$ cat src/rtl/mem_arb_pkg.sv
// Shared types and constants for the two-port memory arbiter.
package mem_arb_pkg;

    localparam int ADDR_W_DEF = 7;
    localparam int DATA_W_DEF = 32;

    localparam logic PORT0 = 1'b0;
    localparam logic PORT1 = 1'b1;

    typedef enum logic {
        ST_IDLE   = 1'b0,
        ST_ACCESS = 1'b1
    } state_e;

endpackage

$ cat src/rtl/mem_arbiter_if.sv
// Requester handshakes plus memory bus of the arbiter; slave = arbiter view.
interface mem_arbiter_if
    import mem_arb_pkg::*;
#(
    parameter int ADDR_W = ADDR_W_DEF,
    parameter int DATA_W = DATA_W_DEF
);
    logic              P0_REQ, P1_REQ;
    logic              P0_WE, P1_WE;
    logic [ADDR_W-1:0] P0_ADDR, P1_ADDR;
    logic [DATA_W-1:0] P0_WDATA, P1_WDATA;
    logic              P0_ACK, P1_ACK;
    logic [DATA_W-1:0] RDATA;
    logic              MEM_CS, MEM_WE, MEM_WDATA_OE;
    logic [ADDR_W-1:0] MEM_ADDR;
    logic [DATA_W-1:0] MEM_WDATA;
    logic [DATA_W-1:0] MEM_RDATA;
    logic              BUSY;

    modport slave (
        input  P0_REQ, P1_REQ, P0_WE, P1_WE, P0_ADDR, P1_ADDR,
               P0_WDATA, P1_WDATA, MEM_RDATA,
        output P0_ACK, P1_ACK, RDATA, MEM_CS, MEM_WE, MEM_WDATA_OE,
               MEM_ADDR, MEM_WDATA, BUSY
    );

    modport master (
        output P0_REQ, P1_REQ, P0_WE, P1_WE, P0_ADDR, P1_ADDR,
               P0_WDATA, P1_WDATA, MEM_RDATA,
        input  P0_ACK, P1_ACK, RDATA, MEM_CS, MEM_WE, MEM_WDATA_OE,
               MEM_ADDR, MEM_WDATA, BUSY
    );

endinterface

$ cat src/rtl/mem_arb_pick.sv
// Combinational winner select. MEM_ARB_RR_EN: round-robin on ties using the
// last-granted port; otherwise port 0 has fixed priority.
module mem_arb_pick
    import mem_arb_pkg::*;
(
    input  logic p0_req_i,
    input  logic p1_req_i,
`ifdef MEM_ARB_RR_EN
    input  logic last_i,
`endif
    output logic any_o,
    output logic win_o
);

    always_comb begin
        any_o = p0_req_i | p1_req_i;
        win_o = PORT0;
        if (p0_req_i && p1_req_i) begin
`ifdef MEM_ARB_RR_EN
            win_o = (last_i == PORT0) ? PORT1 : PORT0;
`else
            win_o = PORT0;
`endif
        end else if (p1_req_i) begin
            win_o = PORT1;
        end
    end

endmodule

$ cat src/rtl/mem_arbiter.sv
// Two-requester single-port memory arbiter: IDLE -> one-cycle ACCESS -> ACK.
// Optional round-robin tie-break enabled by MEM_ARB_RR_EN.
module mem_arbiter
    import mem_arb_pkg::*;
#(
    parameter int ADDR_W = ADDR_W_DEF,
    parameter int DATA_W = DATA_W_DEF
) (
    input  logic          CLK,
    input  logic          RST_N,
    mem_arbiter_if.slave  bus
);

    state_e            state_q;
    logic              win_q;
    logic              cs_q, we_q, oe_q, busy_q;
    logic              ack0_q, ack1_q;
    logic [ADDR_W-1:0] addr_q;
    logic [DATA_W-1:0] wdata_q, rdata_q;
    logic              any_d, win_d;

`ifdef MEM_ARB_RR_EN
    logic              ptr_q;

    mem_arb_pick u_pick (
        .p0_req_i (bus.P0_REQ),
        .p1_req_i (bus.P1_REQ),
        .last_i   (ptr_q),
        .any_o    (any_d),
        .win_o    (win_d)
    );
`else
    mem_arb_pick u_pick (
        .p0_req_i (bus.P0_REQ),
        .p1_req_i (bus.P1_REQ),
        .any_o    (any_d),
        .win_o    (win_d)
    );
`endif

    always_ff @(posedge CLK or negedge RST_N) begin
        if (!RST_N) begin
            state_q <= ST_IDLE;
            win_q   <= PORT0;
            cs_q    <= 1'b0;
            we_q    <= 1'b0;
            oe_q    <= 1'b0;
            busy_q  <= 1'b0;
            ack0_q  <= 1'b0;
            ack1_q  <= 1'b0;
            addr_q  <= '0;
            wdata_q <= '0;
            rdata_q <= '0;
`ifdef MEM_ARB_RR_EN
            ptr_q   <= PORT1;
`endif
        end else begin
            ack0_q <= 1'b0;
            ack1_q <= 1'b0;
            case (state_q)
                ST_IDLE: begin
                    cs_q <= 1'b0;
                    we_q <= 1'b0;
                    oe_q <= 1'b0;
                    if (any_d) begin
                        state_q <= ST_ACCESS;
                        busy_q  <= 1'b1;
                        cs_q    <= 1'b1;
                        win_q   <= win_d;
                        we_q    <= (win_d == PORT1) ? bus.P1_WE    : bus.P0_WE;
                        oe_q    <= (win_d == PORT1) ? bus.P1_WE    : bus.P0_WE;
                        addr_q  <= (win_d == PORT1) ? bus.P1_ADDR  : bus.P0_ADDR;
                        wdata_q <= (win_d == PORT1) ? bus.P1_WDATA : bus.P0_WDATA;
`ifdef MEM_ARB_RR_EN
                        ptr_q   <= win_d;
`endif
                    end
                end
                ST_ACCESS: begin
                    // Memory answered on the falling edge; RDATA only moves on reads.
                    if (!we_q) rdata_q <= bus.MEM_RDATA;
                    ack0_q  <= (win_q == PORT0);
                    ack1_q  <= (win_q == PORT1);
                    cs_q    <= 1'b0;
                    we_q    <= 1'b0;
                    oe_q    <= 1'b0;
                    busy_q  <= 1'b0;
                    state_q <= ST_IDLE;
                end
                default: state_q <= ST_IDLE;
            endcase
        end
    end

    assign bus.MEM_CS       = cs_q;
    assign bus.MEM_WE       = we_q;
    assign bus.MEM_WDATA_OE = oe_q;
    assign bus.MEM_ADDR     = addr_q;
    assign bus.MEM_WDATA    = wdata_q;
    assign bus.RDATA        = rdata_q;
    assign bus.P0_ACK       = ack0_q;
    assign bus.P1_ACK       = ack1_q;
    assign bus.BUSY         = busy_q;

endmodule
$ cat src/flat_wrapper.sv
// flat-port wrapper written by rule: the top's interface ports become plain ports
module mem_arbiter_flat import mem_arb_pkg::*;
#(
    parameter int ADDR_W = ADDR_W_DEF,
    parameter int DATA_W = DATA_W_DEF
)
  (CLK, RST_N, bus_P0_REQ, bus_P1_REQ, bus_P0_WE, bus_P1_WE, bus_P0_ADDR, bus_P1_ADDR, bus_P0_WDATA, bus_P1_WDATA, bus_MEM_RDATA, bus_P0_ACK, bus_P1_ACK, bus_RDATA, bus_MEM_CS, bus_MEM_WE, bus_MEM_WDATA_OE, bus_MEM_ADDR, bus_MEM_WDATA, bus_BUSY);
  mem_arbiter_if #(.ADDR_W(ADDR_W), .DATA_W(DATA_W)) bus_i ();
  input  logic CLK;
  input  logic RST_N;
  input wire logic [$bits(bus_i.P0_REQ)-1:0] bus_P0_REQ;
  input wire logic [$bits(bus_i.P1_REQ)-1:0] bus_P1_REQ;
  input wire logic [$bits(bus_i.P0_WE)-1:0] bus_P0_WE;
  input wire logic [$bits(bus_i.P1_WE)-1:0] bus_P1_WE;
  input wire logic [$bits(bus_i.P0_ADDR)-1:0] bus_P0_ADDR;
  input wire logic [$bits(bus_i.P1_ADDR)-1:0] bus_P1_ADDR;
  input wire logic [$bits(bus_i.P0_WDATA)-1:0] bus_P0_WDATA;
  input wire logic [$bits(bus_i.P1_WDATA)-1:0] bus_P1_WDATA;
  input wire logic [$bits(bus_i.MEM_RDATA)-1:0] bus_MEM_RDATA;
  output wire logic [$bits(bus_i.P0_ACK)-1:0] bus_P0_ACK;
  output wire logic [$bits(bus_i.P1_ACK)-1:0] bus_P1_ACK;
  output wire logic [$bits(bus_i.RDATA)-1:0] bus_RDATA;
  output wire logic [$bits(bus_i.MEM_CS)-1:0] bus_MEM_CS;
  output wire logic [$bits(bus_i.MEM_WE)-1:0] bus_MEM_WE;
  output wire logic [$bits(bus_i.MEM_WDATA_OE)-1:0] bus_MEM_WDATA_OE;
  output wire logic [$bits(bus_i.MEM_ADDR)-1:0] bus_MEM_ADDR;
  output wire logic [$bits(bus_i.MEM_WDATA)-1:0] bus_MEM_WDATA;
  output wire logic [$bits(bus_i.BUSY)-1:0] bus_BUSY;
  assign bus_i.P0_REQ = bus_P0_REQ;
  assign bus_i.P1_REQ = bus_P1_REQ;
  assign bus_i.P0_WE = bus_P0_WE;
  assign bus_i.P1_WE = bus_P1_WE;
  assign bus_i.P0_ADDR = bus_P0_ADDR;
  assign bus_i.P1_ADDR = bus_P1_ADDR;
  assign bus_i.P0_WDATA = bus_P0_WDATA;
  assign bus_i.P1_WDATA = bus_P1_WDATA;
  assign bus_i.MEM_RDATA = bus_MEM_RDATA;
  assign bus_P0_ACK = bus_i.P0_ACK;
  assign bus_P1_ACK = bus_i.P1_ACK;
  assign bus_RDATA = bus_i.RDATA;
  assign bus_MEM_CS = bus_i.MEM_CS;
  assign bus_MEM_WE = bus_i.MEM_WE;
  assign bus_MEM_WDATA_OE = bus_i.MEM_WDATA_OE;
  assign bus_MEM_ADDR = bus_i.MEM_ADDR;
  assign bus_MEM_WDATA = bus_i.MEM_WDATA;
  assign bus_BUSY = bus_i.BUSY;
  mem_arbiter #(.ADDR_W(ADDR_W), .DATA_W(DATA_W)) u_core (.CLK(CLK), .RST_N(RST_N), .bus(bus_i));
endmodule
$ cat config.mk
export PLATFORM = sky130hd
export DESIGN_NAME = mem_arbiter_flat
export DESIGN_NICKNAME = d
export VERILOG_FILES = /design/src/rtl/mem_arb_pkg.sv /design/src/rtl/mem_arbiter_if.sv /design/src/rtl/mem_arb_pick.sv /design/src/rtl/mem_arbiter.sv /design/src/flat_wrapper.sv
export SDC_FILE = /design/constraint.sdc
export NUM_CORES = 1
export LEC_CHECK = 0
export CORE_MARGIN = 5
export CORE_UTILIZATION = 40
export DETAILED_ROUTE_END_ITERATION = 7
export PLACE_DENSITY = 0.81
export SKIP_LAST_GASP = 1
export SYNTH_ARGS = -nofsm -noshare
export SYNTH_HDL_FRONTEND = slang
export SYNTH_SLANG_ARGS = --single-unit
export TNS_END_PERCENT = 20
$ cat constraint.sdc
create_clock -name CLK -period 1.6 [get_ports CLK]
set_clock_uncertainty 0.15 [all_clocks]
set_input_delay 0.32 -clock CLK [delete_from_list [all_inputs] [get_ports CLK]]
set_output_delay 0.32 -clock CLK [all_outputs]
set_load 0.1 [all_outputs]
Word level (Yosys, flattened, before mapping)

Cells that the tools add are included.

Bits of input ports: 116
Output and inout bits: 77
Flip-flop bits (word level): 77
Logic and storage cells: 30

Eq/ne operators: 1
Multiplexer cells: 13
Reduce and logical (&&, ||, !) cells: 3
Bitwise logic cells: 4

Operator list:

| operator                                              | count |
|---|---|
| two-way mux 32 bit                                    | 1 |
| two-way mux 1 bit                                     | 8 |
| two-way mux 7 bit                                     | 1 |
| one-hot mux 1 bit (2 select lines)                    | 3 |
| AND reduction 2 bit                                   | 2 |
| inverter 1 bit                                        | 3 |
| inequality test 2 x 1 -> 1 bit, second input constant | 1 |
| logical AND 1 bit                                     | 1 |
| bitwise OR 1 bit                                      | 1 |

Depth between registers and ports, before layout

Depth after elaboration: 5
Gate-level depth with buffers: 5

Cells and area by module

A second synthesis with hierarchy kept.

Cells, all modules: 213
Area, all modules: 3676.0 µm²

By module, submodules not included:

| module       | area each (µm²) | instances | cells an instance |
|---|---|---|---|
| mem_arbiter  | 3663.5          | 1         | 211 |
| mem_arb_pick | 12.5            | 1         | 2 |

Worst setup path after synthesis

No wires, ideal clock.

Path type: register to register
From: register u_core.bus.MEM_CS (netlist name)
To: register u_core.rdata_q[0], in the netlist u_core.bus.RDATA[0]
Required time: 1324 ps
Cell stages (with the launch flop): 6
Slack: -526 ps
Clock period less this slack: 2126 ps
Arrival: 1850 ps
Cells stage by stage: dfrtp_1 -> buf_6 -> nor2b_4 -> buf_6 -> buf_6 -> mux2_4

RTL lines:

| element              | line              | source |
|---|---|---|
| end signal, assigned | mem_arbiter.sv:81 | `if (!we_q) rdata_q <= bus.MEM_RDATA;` |
| end, declared        | mem_arbiter.sv:19 | `logic [DATA_W-1:0] wdata_q, rdata_q;` |

==> results.cfg <==
[outcome]
run_status = finished with violations
violations = setup timing

[grt]
grt_max_degree = 46
overflow = 0
grt_pass1_vias = 3510
antenna_found_initial = 0
groute.usage.overall_pct = 21.7
grt_pass1_wl_mm = 19.4

[critical_path]
crit_path_end_kind = flop
cp_slowest_cell = dfrtp_4
cp-start-kind = flop
worstSetupPathType = reg -> reg
worstPathMaxFanout = 20
critical_path_cell_count = 4
path_buf_inv = 2
max_stage_delay_ns = 0.52
critical-path-top-delay-family = flip-flops
ff2ff_path_depth = 4
cp_cell_sequence = buf_12 -> o21bai_4 -> buf_4 -> a211oi_1
arrival_ns = 1.73
crit_required_ns = 1.69

[logic_synthesis]
synth_top_family_by_area = simple AND/OR/NAND/NOR gates
netlist_instances = 310
synth-xor-area-share_pct = 0
synthTopCellsByArea = dfrtp_1 (51%), mux2_4 (12%), nor4b_1 (8.0%)
ys_ff_latch = 77
synth_top_area_share_pct = 51.5
yosys_warnings = 0
synth_simple_gate_area_share_pct = 17.5
synth_area_um2 = 3740
yosys_most_used_dff = dfrtp_1
synth.cells.most_frequent = dfrtp_1 (77), inv_1 (45), a211oi_1 (35), nor3b_1 (35), nor4b_1 (34)
syn_area_per_cell_um2 = 12.1
synth-seq-area-share_pct = 51.5
yosysMostFrequentCell = dfrtp_1
synth_cell_types = 24
synth_top_area_cell = dfrtp_1
synth-adder-area-share_pct = 0
async_reset_ff_share_pct = 100
synth-compound-area-share_pct = 8.86
synth_nets = 426
synth_edf_count = 0
synth_mux_area_share_pct = 12.6

[timing]
period_minus_slack_ns = 1.63
min_period_over_period_pct = 102
whs_ns = 0.316
finalSetupViolCount = 29
max-slew-margin-rel_pct = 73.9
slew_viol_final = 0
hold_viol = 0
finalWorstSetupSlack_ns = -0.0349
worst_slew_pin_slew_ns = 0.392
fmax_mhz = 612
rsz0062_at_grt = yes

[detailed_routing]
wirelength_mm = 13.1
drtPass1Iterations = 4
vias = 3314
wire_per_inst_um = 21.2
drc = 0
ant_nets = 0
via_per_inst = 5.35
drt_iter0_markers = 164

[placed_design]
placed_area_um2 = 6580
hpwlAfterDp_mm = 9.15
dp_cells = 597
gp_congestion = 0.747
port_buffers = 192

[pwr]
power_density_nw_per_um2 = 1490
p_switching_mw = 4.87
intPower_mw = 5.57
p_sw_share_pct = 46.7
leakagePower_nw = 3.06
seq_power_share_pct = 26.7
p_clk_share_pct = 16.2
ir_worst_vdd_uv = 708
p_comb_share_pct = 57.2

[finish]
fin_cells = 619
drive_above_1_share_pct = 32.9
fin_area_um2 = 7020
fillerInstances = 531
regArea_um2 = 1930
fin_nets = 619
multi_input_area_um2 = 1570
syn_to_final_growth_pct = 87.4
diodes = 0

[min_path]
holdPathStages = 1
min_path_type = reg -> reg

[clock_tree]
htreeDepth = 3
root_buffer = clkbuf_8
cts-buffers-inserted = 9
cts_tree = built
clkTransAtPathRegs_ns = 0.09
insertion_delay_ns = 0.35
cts_buffer_depth = 2
clkSinkCount = 77

[floorplanning]
core_area_um2 = 9200
start_util_pct = 40.7
dieWidth_um = 107
die_height_um = 107
dieArea_um2 = 11400
ios = 193
fp-row-count = 35

[flow_run]
maxCapViolations = 0
==> final timing paths <==
check | slack (ns) | startpoint | to
min in group asynchronous | 0.37 | RST_N | u_core.bus.RDATA[14]$_DFFE_PN0P_
min reg2reg | 0.32 | u_core.win_q$_DFFE_PN0P_ | u_core.bus.P0_ACK$_DFF_PN0_
max in group asynchronous | 0.70 | RST_N | u_core.bus.MEM_CS$_DFF_PN0_
min | 0.32 | u_core.win_q$_DFFE_PN0P_ | u_core.bus.P0_ACK$_DFF_PN0_
max reg2reg | -0.03 | u_core.bus.MEM_CS$_DFF_PN0_ | u_core.bus.MEM_WDATA[19]$_DFFE_PN0P_
max | -0.03 | u_core.bus.MEM_CS$_DFF_PN0_ | u_core.bus.MEM_WDATA[19]$_DFFE_PN0P_
==> area by class of cell <==
type / instances / share of cell area [%]
timing repair buffer: 212 / 42.6
clock inverter: 5 / 1.16
tap: 111 / 1.98
clock buffer: 11 / 2.02
inverter: 45 / 2.41
multi-input combinational: 158 / 22.3
sequential: 77 / 27.5
==> worst register-to-register path: stages (launching register included) <==
cell and delay (ns):
dfrtp_4 0.52, buf_12 0.15, o21bai_4 0.19, buf_4 0.23
a211oi_1 0.30
==> metal layers <==
layer	GRT usage [%]	wire, µm	vias up
li1	-	-	1478
met1	27.7	5260	1644
met2	34.8	6390	166
met3	6.20	1100	26
met4	8.95	366	0
met5	0	0	-
==> placed cells by master (no fill, tap or decap), types with 2 or more instances in the layout <==
master,n
a211oi_1,27
a211oi_2,8
a21oi_1,2
a222oi_1,4
buf_12,85
buf_4,9
bufinv_16,2
clkbuf_8,10
clkdlybuf4s50_1,113
dfrtp_1,75
inv_1,45
mux2_2,2
mux2_4,30
nor2_1,5
nor2b_1,3
nor3b_1,35
nor4b_1,25
nor4b_2,9
==> timing repair <==
item / 4_1_cts / 5_1_grt
cloned: 1 / 1
pin swaps: 1 / 2
endpoints found under the hold margin: 77 / 0
hold buffers: 1 / 0
endpoints found under the setup margin: 1 / 65
resized for setup: 2 / 18
buffers inserted: 3 / 0
==> metrics by stage <==
stage	setup WS [ns]	util [%]	power [mW]	TNS (ns)
after CTS	-0.0340	74.9	10.4	-0.204
after global routing	-0.0990	76.3	10.7	-2.58
after global placement	-0.196	71.5	8.57	-5.35
after floorplan	-0.151	-	6.20	-5.16
after detailed placement	-0.293	71.5	8.66	-7.93
final	-0.0349	76.3	10.4	-0.488
==> power groups by stage <==
| stage | Combinational (mW) | Sequential, mW | Clock, mW |
|---|---|---|---|
| final | 5.97 | 2.79 | 1.69 |
| after global routing | 6.11 | 2.83 | 1.80 |
| after CTS | 5.92 | 2.78 | 1.70 |
| after detailed placement | 5.84 | 2.82 | 0 |
| after global placement | 5.78 | 2.79 | 0 |
| after floorplan | 0.816 | 5.38 | 0 |
==> state kept, by name (all words and copies together), names as in the netlist <==
signal                   cells
u_core.bus.MEM_WDATA        32
u_core.bus.RDATA            32
u_core.bus.MEM_ADDR          7
u_core.bus.BUSY              1
u_core.bus.MEM_CS            1
u_core.bus.MEM_WDATA_OE      1
u_core.bus.P0_ACK            1
u_core.bus.P1_ACK            1
u_core.win_q                 1
==> cells by family (layout without fill, tap and decap cells) <==
group / Yosys count / after routing
simple gates: 84 / 84
flops: 77 / 77
buf+inv: 75 / 273
compound gates: 42 / 42
mux: 32 / 32
No activity file was read; power rests on OpenSTA's default activity.
